$ cat config.mk
export PLATFORM = sky130hd
export DESIGN_NAME = md_unit_flat
export DESIGN_NICKNAME = d
export VERILOG_FILES = /design/src/rtl/md_pkg.sv /design/src/rtl/md_if.sv /design/src/rtl/md_shift_core.sv /design/src/rtl/md_unit.sv /design/src/flat_wrapper.sv
export SDC_FILE = /design/constraint.sdc
export NUM_CORES = 1
export LEC_CHECK = 0
export CORE_MARGIN = 4
export CORE_UTILIZATION = 49
export DETAILED_ROUTE_END_ITERATION = 6
export PLACE_DENSITY = 0.74
export SYNTH_ARGS = -nofsm -noshare
export SYNTH_HDL_FRONTEND = slang
export SYNTH_SLANG_ARGS = --single-unit
$ cat constraint.sdc
create_clock -name clk -period 3.2 [get_ports clk]
set_clock_uncertainty 0.15 [all_clocks]
set_input_delay 0.48 -clock clk [delete_from_list [all_inputs] [get_ports clk]]
set_output_delay 0.48 -clock clk [all_outputs]
set_load 0.05 [all_outputs]
$ cat src/rtl/md_pkg.sv
// md_unit shared types: FSM states, op codes, operation kinds.
// Divide support is gated by the MD_DIV_EN macro.
package md_pkg;

    localparam int MD_WIDTH = 16;

    localparam logic [1:0] MD_OP_MUL = 2'b00;
    localparam logic [1:0] MD_OP_DIV = 2'b01;

    typedef enum logic [1:0] {
        IDLE,
        CALC,
        FIXUP,
        DONE
    } md_state_e;

    typedef enum logic [1:0] {
        K_MUL,
        K_DIV,
        K_DBZ,
        K_ILL
    } md_kind_e;

endpackage

$ cat src/rtl/md_if.sv
// Request/response bundle between IDEX and the multiply/divide unit.
// The slave side is the md_unit; the master side is the pipeline.
interface md_if import md_pkg::*; #(
    parameter int WIDTH = MD_WIDTH
);

    logic             start;
    logic [1:0]       op;
    logic [WIDTH-1:0] a;
    logic [WIDTH-1:0] b;
    logic             flush;
    logic             stall_req;
    logic             busy;
    logic             done;
    logic [WIDTH-1:0] result;
    logic [WIDTH-1:0] r0;
    logic             dbz;
    logic             ovf;

    modport master (
        output start, op, a, b, flush,
        input  stall_req, busy, done,
        input  result, r0, dbz, ovf
    );

    modport slave (
        input  start, op, a, b, flush,
        output stall_req, busy, done,
        output result, r0, dbz, ovf
    );

endinterface

$ cat src/rtl/md_shift_core.sv
// Per-iteration shift-add multiply / restoring divide datapath.
// The divide path and partial remainder exist only with MD_DIV_EN.
module md_shift_core import md_pkg::*; #(
    parameter int WIDTH = MD_WIDTH
) (
    input  logic               clk,
    input  logic               reset_n,
    input  logic               load,
    input  logic               step,
`ifdef MD_DIV_EN
    input  logic               is_div,
    output logic [WIDTH-1:0]   rem,
`endif
    input  logic [WIDTH-1:0]   lo_in,
    input  logic [WIDTH-1:0]   m_in,
    output logic [2*WIDTH-1:0] acc,
    output logic               last
);

    localparam int CW = $clog2(WIDTH);

    logic [2*WIDTH-1:0] acc_q, acc_d;
    logic [WIDTH-1:0]   m_q, m_d;
    logic [CW-1:0]      cnt_q, cnt_d;
    logic [WIDTH:0]     sum;

`ifdef MD_DIV_EN
    logic [WIDTH:0]     rem_q, rem_d;
    logic [WIDTH+1:0]   shl;
    logic [WIDTH+1:0]   diff;
`endif

    always_comb begin
        sum = {1'b0, acc_q[2*WIDTH-1:WIDTH]}
            + (acc_q[0] ? {1'b0, m_q} : '0);
`ifdef MD_DIV_EN
        shl  = {rem_q, acc_q[WIDTH-1]};
        diff = shl - {2'b00, m_q};
`endif
    end

    always_comb begin
        acc_d = acc_q;
        m_d   = m_q;
        cnt_d = cnt_q;
`ifdef MD_DIV_EN
        rem_d = rem_q;
`endif
        if (load) begin
            acc_d = {{WIDTH{1'b0}}, lo_in};
            m_d   = m_in;
            cnt_d = '0;
`ifdef MD_DIV_EN
            rem_d = '0;
`endif
        end else if (step) begin
            cnt_d = cnt_q + CW'(1);
            acc_d = {sum, acc_q[WIDTH-1:1]};
`ifdef MD_DIV_EN
            // a borrow out of the trial subtract restores the shifted value
            if (is_div) begin
                rem_d = diff[WIDTH+1] ? shl[WIDTH:0] : diff[WIDTH:0];
                acc_d = {acc_q[2*WIDTH-1:WIDTH],
                         acc_q[WIDTH-2:0],
                         ~diff[WIDTH+1]};
            end
`endif
        end
    end

    always_ff @(posedge clk) begin
        if (!reset_n) begin
            acc_q <= '0;
            m_q   <= '0;
            cnt_q <= '0;
`ifdef MD_DIV_EN
            rem_q <= '0;
`endif
        end else begin
            acc_q <= acc_d;
            m_q   <= m_d;
            cnt_q <= cnt_d;
`ifdef MD_DIV_EN
            rem_q <= rem_d;
`endif
        end
    end

    assign acc  = acc_q;
    assign last = (cnt_q == CW'(WIDTH - 1));
`ifdef MD_DIV_EN
    assign rem  = rem_q[WIDTH-1:0];
`endif

endmodule

$ cat src/rtl/md_unit.sv
// Iterative signed multiply/divide unit: FSM, signs, fixup, outputs.
// Divide is compiled in only when MD_DIV_EN is defined.
module md_unit import md_pkg::*; #(
    parameter int WIDTH = MD_WIDTH
) (
    input logic  clk,
    input logic  reset_n,
    md_if.slave  bus
);

    md_state_e        state_q, state_d;
    md_kind_e         kind_q, kind_d;
    logic             sa_q, sa_d;
    logic             sb_q, sb_d;
    logic [WIDTH-1:0] araw_q, araw_d;
    logic [WIDTH-1:0] result_q, result_d;
    logic [WIDTH-1:0] r0_q, r0_d;
    logic             dbz_q, dbz_d;
    logic             ovf_q, ovf_d;

    logic               load, step, last;
    logic               op_mul, op_div, op_dbz;
    logic [WIDTH-1:0]   amag, bmag;
    logic [WIDTH-1:0]   lo_in, m_in;
    logic [2*WIDTH-1:0] acc, prod;
    logic               neg;

`ifdef MD_DIV_EN
    logic [WIDTH-1:0]   rem, qmag, q_s, r_s;
`endif

    always_comb begin
        amag   = bus.a[WIDTH-1] ? -bus.a : bus.a;
        bmag   = bus.b[WIDTH-1] ? -bus.b : bus.b;
        op_mul = (bus.op == MD_OP_MUL);
`ifdef MD_DIV_EN
        op_div = (bus.op == MD_OP_DIV) && (|bus.b);
        op_dbz = (bus.op == MD_OP_DIV) && !(|bus.b);
        lo_in  = (bus.op == MD_OP_DIV) ? amag : bmag;
        m_in   = (bus.op == MD_OP_DIV) ? bmag : amag;
`else
        op_div = 1'b0;
        op_dbz = 1'b0;
        lo_in  = bmag;
        m_in   = amag;
`endif
        neg  = sa_q ^ sb_q;
        prod = neg ? -acc : acc;
`ifdef MD_DIV_EN
        qmag = acc[WIDTH-1:0];
        q_s  = neg ? -qmag : qmag;
        r_s  = sa_q ? -rem : rem;
`endif
    end

    md_shift_core #(.WIDTH(WIDTH)) u_core (
        .clk     (clk),
        .reset_n (reset_n),
        .load    (load),
        .step    (step),
`ifdef MD_DIV_EN
        .is_div  (kind_q == K_DIV),
        .rem     (rem),
`endif
        .lo_in   (lo_in),
        .m_in    (m_in),
        .acc     (acc),
        .last    (last)
    );

    always_comb begin
        state_d  = state_q;
        kind_d   = kind_q;
        sa_d     = sa_q;
        sb_d     = sb_q;
        araw_d   = araw_q;
        result_d = result_q;
        r0_d     = r0_q;
        dbz_d    = dbz_q;
        ovf_d    = ovf_q;
        load     = 1'b0;
        step     = 1'b0;

        if (bus.flush) begin
            state_d = IDLE;
        end else begin
            unique case (state_q)
                IDLE: if (bus.start) begin
                    sa_d   = bus.a[WIDTH-1];
                    sb_d   = bus.b[WIDTH-1];
                    araw_d = bus.a;
                    unique case (1'b1)
                        op_mul: begin
                            kind_d  = K_MUL;
                            load    = 1'b1;
                            state_d = CALC;
                        end
                        op_div: begin
                            kind_d  = K_DIV;
                            load    = 1'b1;
                            state_d = CALC;
                        end
                        op_dbz: begin
                            kind_d  = K_DBZ;
                            state_d = FIXUP;
                        end
                        default: begin
                            kind_d  = K_ILL;
                            state_d = FIXUP;
                        end
                    endcase
                end
                CALC: begin
                    step = 1'b1;
                    if (last) state_d = FIXUP;
                end
                FIXUP: begin
                    state_d = DONE;
                    dbz_d   = 1'b0;
                    ovf_d   = 1'b0;
                    unique case (kind_q)
                        K_MUL: begin
                            result_d = prod[WIDTH-1:0];
                            r0_d     = prod[2*WIDTH-1:WIDTH];
                            ovf_d    = prod[2*WIDTH-1:WIDTH]
                                    != {WIDTH{prod[WIDTH-1]}};
                        end
`ifdef MD_DIV_EN
                        // only -2^(W-1) / -1 yields a positive 2^(W-1)
                        K_DIV: begin
                            result_d = q_s;
                            r0_d     = r_s;
                            ovf_d    = ~neg & qmag[WIDTH-1];
                        end
`endif
                        K_DBZ: begin
                            result_d = '1;
                            r0_d     = araw_q;
                            dbz_d    = 1'b1;
                        end
                        default: begin
                            result_d = '0;
                            r0_d     = '0;
                        end
                    endcase
                end
                DONE: state_d = IDLE;
                default: state_d = IDLE;
            endcase
        end
    end

    always_ff @(posedge clk) begin
        if (!reset_n) begin
            state_q  <= IDLE;
            kind_q   <= K_MUL;
            sa_q     <= 1'b0;
            sb_q     <= 1'b0;
            araw_q   <= '0;
            result_q <= '0;
            r0_q     <= '0;
            dbz_q    <= 1'b0;
            ovf_q    <= 1'b0;
        end else begin
            state_q  <= state_d;
            kind_q   <= kind_d;
            sa_q     <= sa_d;
            sb_q     <= sb_d;
            araw_q   <= araw_d;
            result_q <= result_d;
            r0_q     <= r0_d;
            dbz_q    <= dbz_d;
            ovf_q    <= ovf_d;
        end
    end

    // DONE releases the stall so IDEX advances on the edge leaving it
    assign bus.busy      = (state_q != IDLE);
    assign bus.done      = (state_q == DONE);
    assign bus.stall_req = (state_q == CALC) || (state_q == FIXUP)
                        || (bus.start && (state_q == IDLE));
    assign bus.result    = result_q;
    assign bus.r0        = r0_q;
    assign bus.dbz       = dbz_q;
    assign bus.ovf       = ovf_q;

endmodule

$ cat src/flat_wrapper.sv
// flat-port wrapper written by rule: the top's interface ports become plain ports
module md_unit_flat import md_pkg::*;
#(
    parameter int WIDTH = MD_WIDTH
)
  (clk, reset_n, bus_start, bus_op, bus_a, bus_b, bus_flush, bus_stall_req, bus_busy, bus_done, bus_result, bus_r0, bus_dbz, bus_ovf);
  md_if #(.WIDTH(WIDTH)) bus_i ();
  input logic clk;
  input logic reset_n;
  input wire logic [$bits(bus_i.start)-1:0] bus_start;
  input wire logic [$bits(bus_i.op)-1:0] bus_op;
  input wire logic [$bits(bus_i.a)-1:0] bus_a;
  input wire logic [$bits(bus_i.b)-1:0] bus_b;
  input wire logic [$bits(bus_i.flush)-1:0] bus_flush;
  output wire logic [$bits(bus_i.stall_req)-1:0] bus_stall_req;
  output wire logic [$bits(bus_i.busy)-1:0] bus_busy;
  output wire logic [$bits(bus_i.done)-1:0] bus_done;
  output wire logic [$bits(bus_i.result)-1:0] bus_result;
  output wire logic [$bits(bus_i.r0)-1:0] bus_r0;
  output wire logic [$bits(bus_i.dbz)-1:0] bus_dbz;
  output wire logic [$bits(bus_i.ovf)-1:0] bus_ovf;
  assign bus_i.start = bus_start;
  assign bus_i.op = bus_op;
  assign bus_i.a = bus_a;
  assign bus_i.b = bus_b;
  assign bus_i.flush = bus_flush;
  assign bus_stall_req = bus_i.stall_req;
  assign bus_busy = bus_i.busy;
  assign bus_done = bus_i.done;
  assign bus_result = bus_i.result;
  assign bus_r0 = bus_i.r0;
  assign bus_dbz = bus_i.dbz;
  assign bus_ovf = bus_i.ovf;
  md_unit #(.WIDTH(WIDTH)) u_core (.clk(clk), .reset_n(reset_n), .bus(bus_i));
endmodule
======== After elaboration in Yosys (flattened, before gate mapping) ========
Cells that the tools add are included.
operators by class
  add/subtract/negate cells ............... 5
  equality and inequality tests ........... 8
  mux-type cells .......................... 21
  bitwise gates (word level) .............. 3
  reduce and logical (&&, ||, !) cells .... 13
operator list
  kind                 count
  $mux 16              5
  $pmux 16 s2          2
  $mux 32              1
  $neg 16->16          2
  $neg 32->32          1
  $add 16x16->17       1
  $ne 16x16->1         1
  $mux 1               8
  $mux 2               4
  $pmux 2 s4           1
  $eq 2x2->1 const B   3
  $logic_not 2->1      3
  $add 4x1->4 const B  1
  $eq 4x4->1 const B   1
  $ne 2x2->1 const B   2
  $reduce_and 2->1     2
  $reduce_bool 2->1    2
  $reduce_or 2->1      2
  $reduce_and 3->1     1
  $eq 2x1->1 const B   1
  $logic_or 1x1->1     2
  $not 1->1            2
  $logic_and 1x1->1    1
  $xor 1x1->1          1
storage, ports and cells
  flip-flop bits (word level) ............. 108
  input bits .............................. 38
  output and inout bits ................... 37
  word-level logic and storage cells ...... 63

======== Depth between registers and ports, before layout ========
  depth after elaboration ................. 6
  depth in mapped cells ................... 11
  gate-level depth less buffers ........... 11

======== Modules after synthesis ========
From an unflattened synthesis, not the netlist that was laid out.
unflattened totals
  cells, all modules ...................... 713
  area total of the unflattened synthesis .. 5818.1 um^2
modules (own cells, without submodules)
  module         times used  cells each  area an instance (um^2)  sequential area each (um^2)
  md_shift_core  1           338         2962.8                   1041.0
  md_unit        1           375         2855.2                   760.7

======== Worst setup path before layout ========
No wires, ideal clock.
  path type ............................... reg2reg
  from .................................... register u_core.u_core.acc_q[0] (netlist: u_core.u_core.acc[0])
  to ...................................... register u_core.u_core.acc_q[31] (netlist: u_core.u_core.acc[31])
  setup time .............................. 0.133 ns
  data arrival time ....................... 2.854 ns
  setup slack ............................. 0.063 ns
  stages on the path, launching flop included .. 12
  cell sequence ........................... dfxtp_1 and2_1 ha_1 fa_1 a211oi_1 o21bai_1 a31oi_1 o21ai_0 o41ai_1 o21ai_0 a2111oi_0 nor4_1
between the ends
  cells in the longest elaborated chain, start to end .. 2
RTL lines
  what                      RTL line             text
  start: declaration        md_shift_core.sv:22  logic [2*WIDTH-1:0] acc_q, acc_d;
  start signal: assignment  md_shift_core.sv:73  acc_q <= '0;
  start signal: assignment  md_shift_core.sv:80  acc_q <= acc_d;
  $mux 16                   md_shift_core.sv:35  + (acc_q[0] ? {1'b0, m_q} : '0);
  $add 16x16->17            md_shift_core.sv:35
Every way passes these cells.
A chain may end at the register's enable or synchronous reset.

======== Final worst setup path ========
  from .................................... register u_core.u_core.acc_q[0] (netlist: u_core.u_core.acc[0])
  to ...................................... register u_core.u_core.acc_q[29] (netlist: u_core.u_core.acc[29])
The elaborated chain is that of the path after synthesis.

==> out/results.ini <==
[global_routing]
antenna_found_initial = 0
use_met1 = 0.280
globalRouteMet3Util = 0.0322
grt_pass1_wl_um = 24400
grt-ovfl-total = 0
grt_pass1_vias = 5081
top_usage_layer = met2
use_met2 = 0.334
grt_usage = 0.209
grt_max_degree = 37

[sta]
drv_slew = 0
tightest_slew_ps = 958
slew_headroom = 0.359
final.period_utilization = 0.956
setup_viol = 0
period_minus_slack_ps = 3060
hold_viol_final = 0
fmax_ghz = 0.327

[routing]
drt_wl_total_um = 14400
avgRoutedWirePerCell_um = 15.1
drc = 0
dr.pass1.iters = 5
drtIter0Drc = 440
via_per_inst = 5.73
dr_total_vias = 5480
ant_nets = 0

[cts]
cts_tree = yes
clock-sinks = 90
cts_hold_buf = 0
cts_buffer_depth = 2
htree_levels = 3
clk_latency_ps = 350
root_buffer = clkbuf_16
path_clk_slew_ps = 70
cts_buffers = 9

[power_and_ir_drop]
power.switching_uw = 764
p_sw_frac = 0.277
power.density_nw_per_um2 = 386
clkPwrFrac = 0.389
power.share.combinational = 0.187
vdd_drop_max_uv = 237
internal_power_uw = 1990
leakage_uw = 0.00300
p_total_uw = 2760
p_seq_frac = 0.423

[status]
status = finished clean

[worst_setup_path]
cp_cell_sequence = and2_1 > ha_1 > fa_2 > a211oi_4 > o21bai_1 > a31oi_2 > o21ai_2 > o41ai_2 > o21ai_1 > buf_4 > a211o_1 > o22ai_1
crit_slowest_cell = fa_2
cp_slowest_stage_delay_ps = 380
path_class = reg -> reg
cp_data_arrival_time_ps = 3170
critPathMaxFanout = 4
crit_required_ps = 3310
cp-start-kind = register
worstSetupEndpointType = register

[yosys]
syn_inst = 741
synth_most_common_cell = nand2_1
synth_flop_cell = dfxtp_1
syn_area_per_cell_sq_um = 7.91
yosysSeqAreaShare = 0.307
syn_nets = 804
yosys.area.top_type_share = 0.307
synth_cell_type_count = 66
mappedNetlistArea_sq_um = 5860
ys_seq_elements = 90
synth_common_cells = nand2_1, dfxtp_1, nor2_1, xnor2_1, a21oi_1
yosysWarnings = 0
synth.area.top_cells = dfxtp_1, nand2_1, xnor2_1
synth_top_area_cell = dfxtp_1
synth-edff-count = 0
synthArstFlopShare = 0

[cells_and_area]
nets = 872
drive_gt1_frac = 0.0872
syn2layout_area_growth_pct = 21.7
antenna_cells = 0
fillers = 1030
layout.cells.non_filler = 957

[floorplan]
core-area_sq_um = 11600
die_w_um = 117
die_area_sq_um = 13800
io_pins = 75
initial_utilization = 0.507
die_y_um = 117
num_rows = 39

[flow_run]
drv_cap = 0

[place]
dpl.cell_count = 939
portBuffers = 73
routabilityCongestion = 0.864
dp_hpwl_um = 11000

[hold_path]
hp-class = reg -> reg

## layout make-up
class	count	area [sq um]	area share
Clock inverter	6	66.3	0.00929
Timing Repair Buffer	104	958	0.134
Tap cell	143	179	0.0251
Clock buffer	10	239	0.0335
Sequential cell	90	1800	0.252
Multi-Input combinational cell	590	3840	0.538
Inverter	14	52.6	0.00736
## state kept, by name (all words and copies together) (netlist names), 2 cells and up
name and flops:
u_core.bus.result 16, u_core.u_core.cnt_q 4, u_core.bus.r0 16, u_core.u_core.acc 32, u_core.u_core.m_q 16, u_core.state_q 2
## per-layer routing
metal	wire length [um]	up-vias
li1	-	2752
met5	0	-
met1	6670	2552
met3	766	23
met4	386	0
met2	6630	153
## cell usage in the layout, fill, tap and decap left out, drive strengths merged, types with 3 or more instances in the layout
cell,n
xnor2,40
nor2,44
and2,31
mux2i,5
o211a,25
nor2b,26
ha,24
buf,32
nand3,30
a21o,3
nand2b,6
a211oi,4
or3,10
o211ai,10
clkbuf,10
o21ai,29
a22oi,15
or2,3
a31oi,9
nand4,6
clkdlybuf4s50,72
and3,8
o41ai,4
or4,7
nor4,9
clkinvlp,3
o31ai,8
inv,14
xor2,28
a41oi,5
a21oi,37
nand2,117
nor3,20
a211o,4
dfxtp,90
## power groups by stage
stage	combinational, uW	sequential (uW)	clock [uW]
2_1_floorplan	344	1200	0
6_report	516	1170	1070
3_3_place_gp	504	1190	0
4_1_cts	516	1170	1090
5_1_grt	566	1170	1130
3_5_place_dp	514	1190	0
## metrics by stage
stage | utilization | setup slack [ps] | hold slack, ps | TNS, ps | area, sq um
final | 0.617 | 140 | 322 | 0 | 7140
after global routing | 0.617 | -20.3 | 346 | -20.3 | 7140
after CTS | 0.614 | 9.27 | 321 | 0 | 7100
after detailed placement | 0.586 | -130 | 314 | -176 | 6780
after global placement | 0.586 | 18.3 | 308 | 0 | 6780
after floorplan | - | 63.3 | 286 | 0 | 5860
## critical path, delay by kind of cell, from the launching register on
family,cells,cell delay (ps)
adder cells (fa/ha/maj),2,590
AND/OR/NAND/NOR,1,160
buffers and inverters,1,150
AO/OA/AOI/OAI,8,1590
flip-flops,1,330
## path summary, 6_finish.rpt
check	startpoint	end	slack (ps)	depth (start not counted)
worst max-delay path	u_core.u_core.acc[0]	u_core.u_core.acc[29]	140	12
worst max register to register	u_core.u_core.acc[0]	u_core.u_core.acc[29]	140	12
worst min register to register	u_core.u_core.m_q[0]	u_core.u_core.m_q[0]	320	2
worst min-delay path	u_core.u_core.m_q[0]	u_core.u_core.m_q[0]	320	2
## cell families after synthesis
family,after synthesis,synth area share
multiplexers,7,0.0124
AND/OR/NAND/NOR,323,0.278
other,1,0.000640
buffers and inverters,61,0.0452
adder cells (fa/ha/maj),25,0.0546
XOR/XNOR,68,0.104
AO/OA/AOI/OAI,166,0.197
flip-flops,90,0.307
## repair_timing
item                                    4_1_cts  5_1_grt
pin swaps                                     0        3
resized for setup                             3        7
buffers inserted                              0        2
endpoints found under the setup margin        2        2
Note: power is estimated with default switching activity, not from simulation.
